### src/rtl/reg_transfer_ctrl.sv
// Register-bank transfer initiator: sequences bus read enables, captures the two
// read buses and drives write-back load strobes for READ/MOV/SWAP/ADD commands.
module reg_transfer_ctrl #(
  parameter int NUM_REGS = 4,
  parameter int WIDTH    = 8,
  parameter int IDX_W    = 2
) (
  input  logic                clk,
  input  logic                reset,
  input  logic                cmd_valid,
  output logic                cmd_ready,
  input  logic [1:0]          cmd_op,
  input  logic [IDX_W-1:0]    cmd_rd,
  input  logic [IDX_W-1:0]    cmd_ra,
  input  logic [IDX_W-1:0]    cmd_rb,
  output logic [NUM_REGS-1:0] out0_en,
  output logic [NUM_REGS-1:0] out1_en,
  input  logic [WIDTH-1:0]    bus0,
  input  logic [WIDTH-1:0]    bus1,
  output logic [NUM_REGS-1:0] load,
  output logic [WIDTH-1:0]    wr_data,
  output logic                done,
  output logic [WIDTH-1:0]    result,
  output logic                carry,
  output logic                err
);

  typedef enum logic [2:0] {S_IDLE, S_DRIVE, S_WB1, S_WB2, S_DONE} state_t;
  typedef enum logic [1:0] {OP_READ = 2'b00, OP_MOV = 2'b01, OP_SWAP = 2'b10, OP_ADD = 2'b11} op_t;

  function automatic logic [NUM_REGS-1:0] onehot(input logic [IDX_W-1:0] idx);
    logic [NUM_REGS-1:0] v;
    v = '0;
    for (int unsigned i = 0; i < NUM_REGS; i++) v[i] = (32'(idx) == i);
    return v;
  endfunction

  function automatic logic idx_bad(input logic [IDX_W-1:0] idx);
    return 32'(idx) >= 32'(NUM_REGS);
  endfunction

  state_t               r_state, w_state;
  op_t                  r_op, w_op;
  logic [IDX_W-1:0]     r_rd, w_rd, r_ra, w_ra, r_rb, w_rb;
  logic [WIDTH-1:0]     r_opa, w_opa;
  logic                 r_carry_pend, w_carry_pend;
  logic                 r_cmd_ready, w_cmd_ready;
  logic [NUM_REGS-1:0]  r_out0_en, w_out0_en, r_out1_en, w_out1_en, r_load, w_load;
  logic [WIDTH-1:0]     r_wr_data, w_wr_data, r_result, w_result;
  logic                 r_done, w_done, r_carry, w_carry, r_err, w_err;
  logic [WIDTH:0]       w_sum;
  logic                 w_bad;
  op_t                  w_cmd_op;

  assign w_cmd_op = op_t'(cmd_op);
  assign w_sum    = {1'b0, bus0} + {1'b0, bus1};

  always_comb begin
    w_bad = idx_bad(cmd_ra);
    if (w_cmd_op != OP_MOV)                        w_bad = w_bad | idx_bad(cmd_rb);
    if (w_cmd_op == OP_MOV || w_cmd_op == OP_ADD) w_bad = w_bad | idx_bad(cmd_rd);
  end

  // Outputs are computed for the upcoming state and registered, so every strobe
  // is glitch-free and held for a full posedge-to-posedge cycle.
  always_comb begin
    w_state      = r_state;
    w_op         = r_op;
    w_rd         = r_rd;
    w_ra         = r_ra;
    w_rb         = r_rb;
    w_opa        = r_opa;
    w_carry_pend = r_carry_pend;
    w_cmd_ready  = 1'b0;
    w_out0_en    = '0;
    w_out1_en    = '0;
    w_load       = '0;
    w_wr_data    = '0;
    w_done       = 1'b0;
    w_result     = r_result;
    w_carry      = r_carry;
    w_err        = r_err;
    case (r_state)
      S_IDLE: begin
        w_cmd_ready = 1'b1;
        if (r_cmd_ready && cmd_valid) begin
          w_cmd_ready = 1'b0;
          w_op = w_cmd_op;
          w_rd = cmd_rd;
          w_ra = cmd_ra;
          w_rb = cmd_rb;
          if (w_bad) begin
            w_state  = S_DONE;
            w_done   = 1'b1;
            w_err    = 1'b1;
            w_result = '0;
            w_carry  = 1'b0;
          end else begin
            w_state   = S_DRIVE;
            w_out0_en = onehot(cmd_ra);
            if (w_cmd_op != OP_MOV) w_out1_en = onehot(cmd_rb);
          end
        end
      end
      S_DRIVE: begin
        w_opa        = bus0;
        w_carry_pend = w_sum[WIDTH];
        if (r_op == OP_READ) begin
          w_state  = S_DONE;
          w_done   = 1'b1;
          w_result = bus0;
          w_carry  = 1'b0;
          w_err    = 1'b0;
        end else begin
          w_state = S_WB1;
          case (r_op)
            OP_MOV:  begin w_load = onehot(r_rd); w_wr_data = bus0; end
            OP_ADD:  begin w_load = onehot(r_rd); w_wr_data = w_sum[WIDTH-1:0]; end
            default: begin w_load = onehot(r_ra); w_wr_data = bus1; end
          endcase
        end
      end
      S_WB1: begin
        if (r_op == OP_SWAP) begin
          w_state   = S_WB2;
          w_load    = onehot(r_rb);
          w_wr_data = r_opa;
        end else begin
          w_state  = S_DONE;
          w_done   = 1'b1;
          w_result = r_wr_data;
          w_carry  = (r_op == OP_ADD) ? r_carry_pend : 1'b0;
          w_err    = 1'b0;
        end
      end
      S_WB2: begin
        w_state  = S_DONE;
        w_done   = 1'b1;
        w_result = r_opa;
        w_carry  = 1'b0;
        w_err    = 1'b0;
      end
      S_DONE: begin
        w_state     = S_IDLE;
        w_cmd_ready = 1'b1;
      end
      default: w_state = S_IDLE;
    endcase
  end

  always_ff @(posedge clk or posedge reset) begin
    if (reset) begin
      r_state      <= S_IDLE;
      r_op         <= OP_READ;
      r_rd         <= '0;
      r_ra         <= '0;
      r_rb         <= '0;
      r_opa        <= '0;
      r_carry_pend <= 1'b0;
      r_cmd_ready  <= 1'b0;
      r_out0_en    <= '0;
      r_out1_en    <= '0;
      r_load       <= '0;
      r_wr_data    <= '0;
      r_done       <= 1'b0;
      r_result     <= '0;
      r_carry      <= 1'b0;
      r_err        <= 1'b0;
    end else begin
      r_state      <= w_state;
      r_op         <= w_op;
      r_rd         <= w_rd;
      r_ra         <= w_ra;
      r_rb         <= w_rb;
      r_opa        <= w_opa;
      r_carry_pend <= w_carry_pend;
      r_cmd_ready  <= w_cmd_ready;
      r_out0_en    <= w_out0_en;
      r_out1_en    <= w_out1_en;
      r_load       <= w_load;
      r_wr_data    <= w_wr_data;
      r_done       <= w_done;
      r_result     <= w_result;
      r_carry      <= w_carry;
      r_err        <= w_err;
    end
  end

  assign cmd_ready = r_cmd_ready;
  assign out0_en   = r_out0_en;
  assign out1_en   = r_out1_en;
  assign load      = r_load;
  assign wr_data   = r_wr_data;
  assign done      = r_done;
  assign result    = r_result;
  assign carry     = r_carry;
  assign err       = r_err;

endmodule

### config.mk
export PLATFORM = sky130hd
export DESIGN_NAME = reg_transfer_ctrl
export DESIGN_NICKNAME = d
export VERILOG_FILES = /design/src/rtl/reg_transfer_ctrl.sv
export SDC_FILE = /design/constraint.sdc
export NUM_CORES = 1
export LEC_CHECK = 0
export CORE_UTILIZATION = 54
export CTS_BUF_LIST = sky130_fd_sc_hd__clkbuf_16
export CTS_CLUSTER_DIAMETER = 40
export DETAILED_ROUTE_END_ITERATION = 10
export PLACE_DENSITY = 0.93
export SYNTH_ARGS = -nofsm -noshare
export SYNTH_HDL_FRONTEND = slang
export SYNTH_SLANG_ARGS = --single-unit
export TNS_END_PERCENT = 100
### constraint.sdc
create_clock -name clk -period 3.3 [get_ports clk]
set_clock_uncertainty 0.1 [all_clocks]
set_input_delay 0.495 -clock clk [delete_from_list [all_inputs] [get_ports clk]]
set_output_delay 0.495 -clock clk [all_outputs]
set_load 0.01 [all_outputs]
-- Word level (Yosys, flattened, before mapping)
Index checks and enable logic that the tools add are counted.
- word-level logic and storage cells: 86
- bits in registers: 52
- mux-type cells: 31
- eq/ne operators: 26
- add/sub/neg operators: 1
- reductions and logical operators: 12
- operators by type and width (cell ; number):
    4-bit two-way mux ; 8
    8-bit two-way mux ; 4
    8-bit case mux with 2 select lines ; 2
    2-bit equality test (second input constant) ; 12
    8-bit case mux with 3 select lines ; 1
    2-bit by 1-bit equality test with 1-bit output (second input constant) ; 6
    2-bit logical NOT ; 6
    3-bit case mux with 4 select lines ; 1
    8-bit by 8-bit adder with 9-bit output ; 1
    3-bit two-way mux ; 3
    1-bit case mux with 3 select lines ; 3
    4-bit case mux with 2 select lines ; 1
    1-bit two-way mux ; 7
    3-bit by 2-bit equality test with 1-bit output (second input constant) ; 2
    2-bit inequality test (second input constant) ; 3
    3-bit by 1-bit equality test with 1-bit output (second input constant) ; 1
    3-bit equality test (second input constant) ; 1
    3-bit logical NOT ; 1
    3-bit AND reduction ; 1
    3-bit nonzero test ; 1
    2-bit by 1-bit inequality test with 1-bit output (second input constant) ; 1
    1-bit case mux with 2 select lines ; 1
    2-bit AND reduction ; 1
    2-bit OR reduction ; 1
    1-bit logical AND ; 1

-- Depth between registers and ports, before layout
Gate-level depths: netlist of run 1.
- depth in word-level cells: 5
- gate-level depth with buffers: 8
- mapped depth without buffers: 8

-- Worst setup path before layout of run 1
Ideal clock, no wire load.
- kind: input to register
- start: in bus0[0]
- end: reg r_wr_data[4], in the netlist wr_data[4]
- path buffers: 0
- required time: 3.104 ns
- arrival: 1.761 ns
- slack: 1.344 ns
- library setup time: 0.096 ns
- cell stages on the path: 8
- cells stage by stage: ha_1 -> inv_1 -> fa_1 -> nand2b_1 -> nand2b_1 -> a21oi_1 -> xor2_1 -> a311oi_2
- word-level cells in the longest chain between the ends: 4
- ends and longest elaborated chain (item ; RTL line ; RTL):
    from (decl) ; 18 ; input logic [WIDTH-1:0] bus0,
    8-bit by 8-bit adder with 9-bit output ; 56 ; assign w_sum = {1'b0, bus0} + {1'b0, bus1};
    8-bit case mux with 2 select lines ; 116 ; case (r_op)
    8-bit two-way mux ; 108 ; if (r_op == OP_READ) begin
    8-bit case mux with 2 select lines ; 83 ; case (r_state)
    net w_wr_data[4] ; 49 ; logic [WIDTH-1:0] r_wr_data, w_wr_data, r_result, w_result;
    to (signal assigned) ; 181 ; r_wr_data <= w_wr_data;
    to (decl) ; 49 ;
The timed path passes the listed nets, and every way through them passes these cells.
A chain may end at the register's enable or synchronous reset.

-- Worst setup path in the final report of run 1
- start: in bus0[1]
- end: reg r_wr_data[4], in the netlist wr_data[4]
The elaborated chain is that of the path after synthesis.

==> reports/metrics.yaml, run 1 <==
place_inst: 376
end_kind: "flop"
clock-sinks: 51
synth-seq-cells: 51
drive_gt1_frac: 0.05740
grt-ovfl-total: 0
drt_iter0_markers: 230
grt_max_degree: 52
hold_violations: 0
setup_viol: 0
path_cells: "clkdlybuf4s50_1 -> inv_1 -> fa_1 -> nand2b_1 -> nand2b_1 -> a21oi_1 -> xor2_1 -> a311oi_2"
cp_top_family: "buffers and inverters"
power_density_nw_per_um2: 839.9
start_kind: "input port"
crit_type: "input port to flop"
final_cell_mix: "nand2_1, clkdlybuf4s50_1, dfrtp_1"
nets: 367
syn_area_um2: 2624
required_ps: 3390
core-area_um2: 4504
met2WireLength_mm: 2.931
via_per_inst: 5.927
fin_area_um2: 3334
clkLatencyLatePin_ps: 290
drt_pass1_iterations: 5
wirelength_mm: 6.189
grt_pass1_vias: 2091
dr_wl_met3_um: 501
drv_slew: 0
fmax_ghz: 0.4140
numCtsBuffers: 5
critPathBufInv: 2
cts_hold_buf: 0
avgSynthCellArea_um2: 9.371
grt_setup_unrepaired: "no"
worst_path_max_delay_cell: "clkdlybuf4s50_1"
place_hpwl_mm: 4.173
synth.area.top_cells: "dfrtp_1, nand2_1, mux2i_1"
io-pin-count: 59
post-place-ws_ps: 653.4
synth_top_area_share: 0.4864
ir_drop_v: 0.0003941
post-route-min-period_ps: 2415
cts.root.buffer_cell: "clkbuf_16"
via_count: 2270
grt_pass1_wl_mm: 9.915
instances_no_fill: 383
dieArea_um2: 5142
yosysSeqAreaShare: 0.4864
synth-edff-count: 0
min_period_over_period: 0.7320
die_w_um: 71.71
ant_nets: 0
met1_length_mm: 2.558
synth-async-reset-ratio: 1.000
finalPower_mw: 2.801
max_slew_margin: 0.3213
die_h_um: 71.71
dpl_cell_area_um2: 3176
worstPathArrival_ps: 2500
yosysTopAreaCell: "dfrtp_1"
cp_max_fo: 4
tightest_slew_ps: 1017
cts_tree: "built"
power_leakage_nw: 1.526
antenna_found_initial: 0
fill_cells: 324
start_util: 0.5825
post_cts_buffers: 0
tns_ps: 0
status: "finished clean"
yosys_warnings: 0
path_common_cell: "nand2b_1"
top_layer: "met4"
syn_nets: 316
cap_violations: 0
clkTransAtPathRegs_ps: 60
min_path_type: "flop to flop"
wl_per_cell_um: 16.16
clock_path_buffers: 2
track_usage: 0.2553
fin_ws_ps: 884.5
io_buffers: 57
gp_congestion: 0.8529
synth_cells: 280
area_delta_synth_final_pct: 27.09
final_common_cell: "nand2_1"
max_stage_delay_ps: 600
cts_max_level: 2
drc_errors: 0
rows: 24
postCtsResizedCells: 0
synthDistinctLibCells: 44
antennaDiodeCount: 0
yosys_most_used_dff: "dfrtp_1"
-- final timing paths --
kind | startpoint | end | slack (ps) | cells past startpoint
min in group asynchronous | reset | result[1]$_DFFE_PP0P_ | 680 | 2
worst max-delay path | bus0[1] | wr_data[4]$_DFF_PP0_ | 880 | 8
worst max register to register | r_state[2]$_DFFE_PP0N_ | wr_data[4]$_DFF_PP0_ | 950 | 4
worst min-delay path | result[0]$_DFFE_PP0P_ | result[0]$_DFFE_PP0P_ | 380 | 2
worst min register to register | result[0]$_DFFE_PP0P_ | result[0]$_DFFE_PP0P_ | 380 | 2
max in group asynchronous | reset | wr_data[2]$_DFF_PP0_ | 1800 | 2
-- sequential cells by signal (all words and copies together) (netlist names), 3 cells and up --
name	cells
wr_data	8
r_state	3
result	8
r_opa	8
load	4
out1_en	4
out0_en	4
-- where the power goes --
group | switching (mW) | internal, mW | leakage (nW) | total, mW
clock | 0.213 | 0.351 | 0.0811 | 0.564
combinational | 0.614 | 0.523 | 0.780 | 1.14
sequential | 0.247 | 0.853 | 0.665 | 1.10
-- Yosys cell counts (2+ instances only) --
cell / number
o21ai_0: 18
o21ai_1: 2
buf_4: 5
nor2b_1: 2
a21oi_1: 17
ha_1: 8
dfrtp_1: 51
buf_6: 2
xnor2_1: 4
a221o_1: 2
nor3_1: 4
xor2_1: 2
nand2b_1: 4
o21bai_1: 2
a22oi_1: 6
nand2_1: 67
inv_1: 10
o211ai_1: 2
and3_1: 2
nor2_1: 23
mux2i_1: 12
o22ai_1: 2
buf_2: 7
a22o_1: 2
nor3b_1: 4
a21o_1: 2
-- tightest hold or removal path, cell delays in order (launching register included) --
cell and delay, ps:
dfrtp_1 340, nand2_1 40, o21ai_0 60
-- logic make-up (layout without fill, tap and decap cells) --
family | after synthesis | count (layout) | synth area share
simple gates | 112 | 112 | 0.1855
mux | 13 | 13 | 0.05007
fa+ha+maj | 9 | 9 | 0.04578
other cells | 1 | 1 | 0.001429
flops | 51 | 51 | 0.4864
xor+xnor | 6 | 6 | 0.02003
compound gates | 63 | 63 | 0.1588
buf+inv | 25 | 76 | 0.05198
-- per-layer routing --
metal,track usage,vias to the layer above
met5,0,-
met4,0.1133,0
met3,0.05204,20
met2,0.3910,134
met1,0.3539,1064
li1,-,1052
-- final cells by class --
cell class / count / area [µm²] / share of cell area
multi-input combinational: 204 / 1211 / 0.3632
timing repair buffer: 59 / 585.6 / 0.1756
clock inverter: 2 / 33.78 / 0.01013
clock buffer: 5 / 125.1 / 0.03752
inverter: 10 / 37.54 / 0.01126
tap: 52 / 65.06 / 0.01951
sequential: 51 / 1276 / 0.3827
-- metrics by stage --
stage / util / hold slack (ps)
after floorplan: - / 361.9
after global placement: 0.7050 / 361.5
after detailed placement: 0.7050 / 362.1
after CTS: 0.7403 / 386.3
after global routing: 0.7403 / 408.5
final: 0.7403 / 378.7
Note: power is estimated with default switching activity, not from simulation.
==> run 2, diff against run 1 <==
--- a/config.mk
+++ b/config.mk
@@ -5,11 +5,11 @@
 export SDC_FILE = /design/constraint.sdc
 export NUM_CORES = 1
 export LEC_CHECK = 0
-export CORE_UTILIZATION = 54
+export CORE_UTILIZATION = 50
 export CTS_BUF_LIST = sky130_fd_sc_hd__clkbuf_16
 export CTS_CLUSTER_DIAMETER = 40
 export DETAILED_ROUTE_END_ITERATION = 10
-export PLACE_DENSITY = 0.93
+export PLACE_DENSITY = 0.87
 export SYNTH_ARGS = -nofsm -noshare
 export SYNTH_HDL_FRONTEND = slang
 export SYNTH_SLANG_ARGS = --single-unit
==> constraint.sdc (replaced) <==
create_clock -name clk -period 2.49 [get_ports clk]
set_clock_uncertainty 0.1 [all_clocks]
set_input_delay 0.3735 -clock clk [delete_from_list [all_inputs] [get_ports clk]]
set_output_delay 0.3735 -clock clk [all_outputs]
set_load 0.01 [all_outputs]
==> reports/metrics.yaml, run 2 (synthesized netlist as in run 1, its figures left out) <==
core-area_um2: 5075  # +13%
fin_util: 0.6738  # -0.06646
ant_nets: 0  # unchanged
cts.root.buffer_cell: "clkbuf_16"
post-route-min-period_ps: 2191
min_path_type: "input port to async pin"
grt_pass1_wl_mm: 9.777  # -1.4%
finalPower_mw: 3.656  # +31%
cp_top_family: "compound AO/OA/AOI/OAI gates"
antenna_found_initial: 0  # unchanged
numCtsBuffers: 5  # unchanged
dieArea_um2: 5541  # +7.8%
cts_max_level: 2  # unchanged
grt_pass1_vias: 2019  # -3.4%
r2r_cells: 4  # unchanged
drt_iter0_markers: 183  # -20%
grt_max_degree: 28  # -46%
status: "finished clean"
clkLatencyLatePin_ps: 290  # about the same
ir_drop_v: 0.0005284  # +34%
nets: 376  # +2.5%
cp_max_fo: 4  # unchanged
setup_viol: 0  # unchanged
path_cells: "clkdlybuf4s50_1 -> ha_1 -> a211oi_2 -> o21bai_1 -> a21o_1 -> xor2_1 -> a221o_1"
instances_no_fill: 411  # +7.3%
place_hpwl_mm: 4.413  # +5.8%
final_common_cell: "nand2_1"
via_count: 2184  # -3.8%
worst_path_max_delay_cell: "clkdlybuf4s50_1"
drc_errors: 0  # unchanged
hold_violations: 0  # unchanged
post_cts_buffers: 0  # unchanged
fmax_ghz: 0.4563
end_kind: "flop"
track_usage: 0.2394  # -0.01588
tns_ps: 0  # unchanged
antennaDiodeCount: 0  # unchanged
clkTransAtPathRegs_ps: 70  # about the same
grt_setup_unrepaired: "no"
min_period_over_period: 0.8801
die_h_um: 74.44  # +3.8%
io-pin-count: 59  # unchanged
start_util: 0.5170  # -0.06549
grt-ovfl-total: 0  # unchanged
io_buffers: 57  # unchanged
rows: 26  # +8.3%
critPathBufInv: 1  # -1
wl_per_cell_um: 14.83  # -8.2%
max_slew_margin: 0.5447  # +0.2234
drt_pass1_iterations: 5  # unchanged
die_w_um: 74.44  # +3.8%
r2r_slack_ps: 530  # -420 ps
postCtsResizedCells: 0  # unchanged
wirelength_mm: 6.095  # -1.5%
drv_slew: 0  # unchanged
crit_type: "input port to flop"
cts_tree: "built"
place_inst: 403  # +7.2%
drive_gt1_frac: 0.08211  # +0.02471
reg2reg_from: "r_op[1]$_DFFE_PP0P_"
cap_violations: 0  # unchanged
r2r-end: "load[3]$_DFF_PP0_"
start_kind: "input port"
required_ps: 2560  # -830 ps
final_cell_mix: "nand2_1, clkdlybuf4s50_1, dfrtp_1"
power_density_nw_per_um2: 1069  # +27%
clock_path_buffers: 2  # unchanged
worstPathArrival_ps: 2260  # -240 ps
clock-sinks: 51  # unchanged
area_delta_synth_final_pct: 30.33
fill_cells: 395  # +22%
gp_congestion: 0.8933  # +4.7%
fin_area_um2: 3420  # +2.6%
tightest_slew_ps: 683.0  # -333.6 ps
dpl_cell_area_um2: 3278  # +3.2%
via_per_inst: 5.314  # -10%
max_stage_delay_ps: 480  # -120 ps
power_leakage_nw: 1.566  # +2.6%
cts_hold_buf: 0  # unchanged
-- run 2: worst max-delay path by stage --
| stage | startpoint | to | slack, ps | cells after the start |
|---|---|---|---|---|
| 2_1_floorplan | bus0[0] | wr_data[4]$_DFF_PP0_ | 660 | 8 |
| 3_5_place_dp | bus0[1] | wr_data[5]$_DFF_PP0_ | 30 | 7 |
| 3_3_place_gp | bus0[1] | wr_data[5]$_DFF_PP0_ | 80 | 7 |
| 4_1_cts | bus0[1] | wr_data[5]$_DFF_PP0_ | 320 | 7 |
| 5_1_grt | bus0[2] | wr_data[5]$_DFF_PP0_ | 180 | 7 |
| 6_report | bus0[1] | wr_data[5]$_DFF_PP0_ | 300 | 7 |
-- run 2: report_power, final --
group          switching, mW  internal, mW
Combinational          0.846         0.730
Sequential             0.286          1.13
Clock                  0.294         0.367
-- run 2: final cells by class --
cell class / count / area (µm²) / share of cell area
Clock buffer: 5 / 125.1 / 0.03659
Sequential cell: 51 / 1276 / 0.3732
Inverter: 10 / 37.54 / 0.01098
Timing Repair Buffer: 68 / 665.6 / 0.1947
Tap cell: 70 / 87.58 / 0.02561
Multi-Input combinational cell: 204 / 1211 / 0.3542
Clock inverter: 3 / 16.27 / 0.004757
-- run 2: through the flow --
stage	setup slack (ps)	hold slack, ps
5_1_grt	178.0	406.9
3_5_place_dp	28.97	373.3
3_3_place_gp	77.86	366.7
2_1_floorplan	655.0	339.9
6_report	298.6	363.8
4_1_cts	317.2	387.3
-- run 2: metal layers --
layer  wire, µm  up-vias  GRT usage
li1           -     1074          -
met1       2753     1026     0.3392
met2       2925       75     0.3664
met3        322        9    0.04878
met4         93        0    0.08595
met5          0        -          0
-- run 2: worst register-to-register path, delay by kind of cell, from the launching register on --
kind            cells  cell delay, ps
flops               1             690
compound gates      2             320
simple gates        2             780
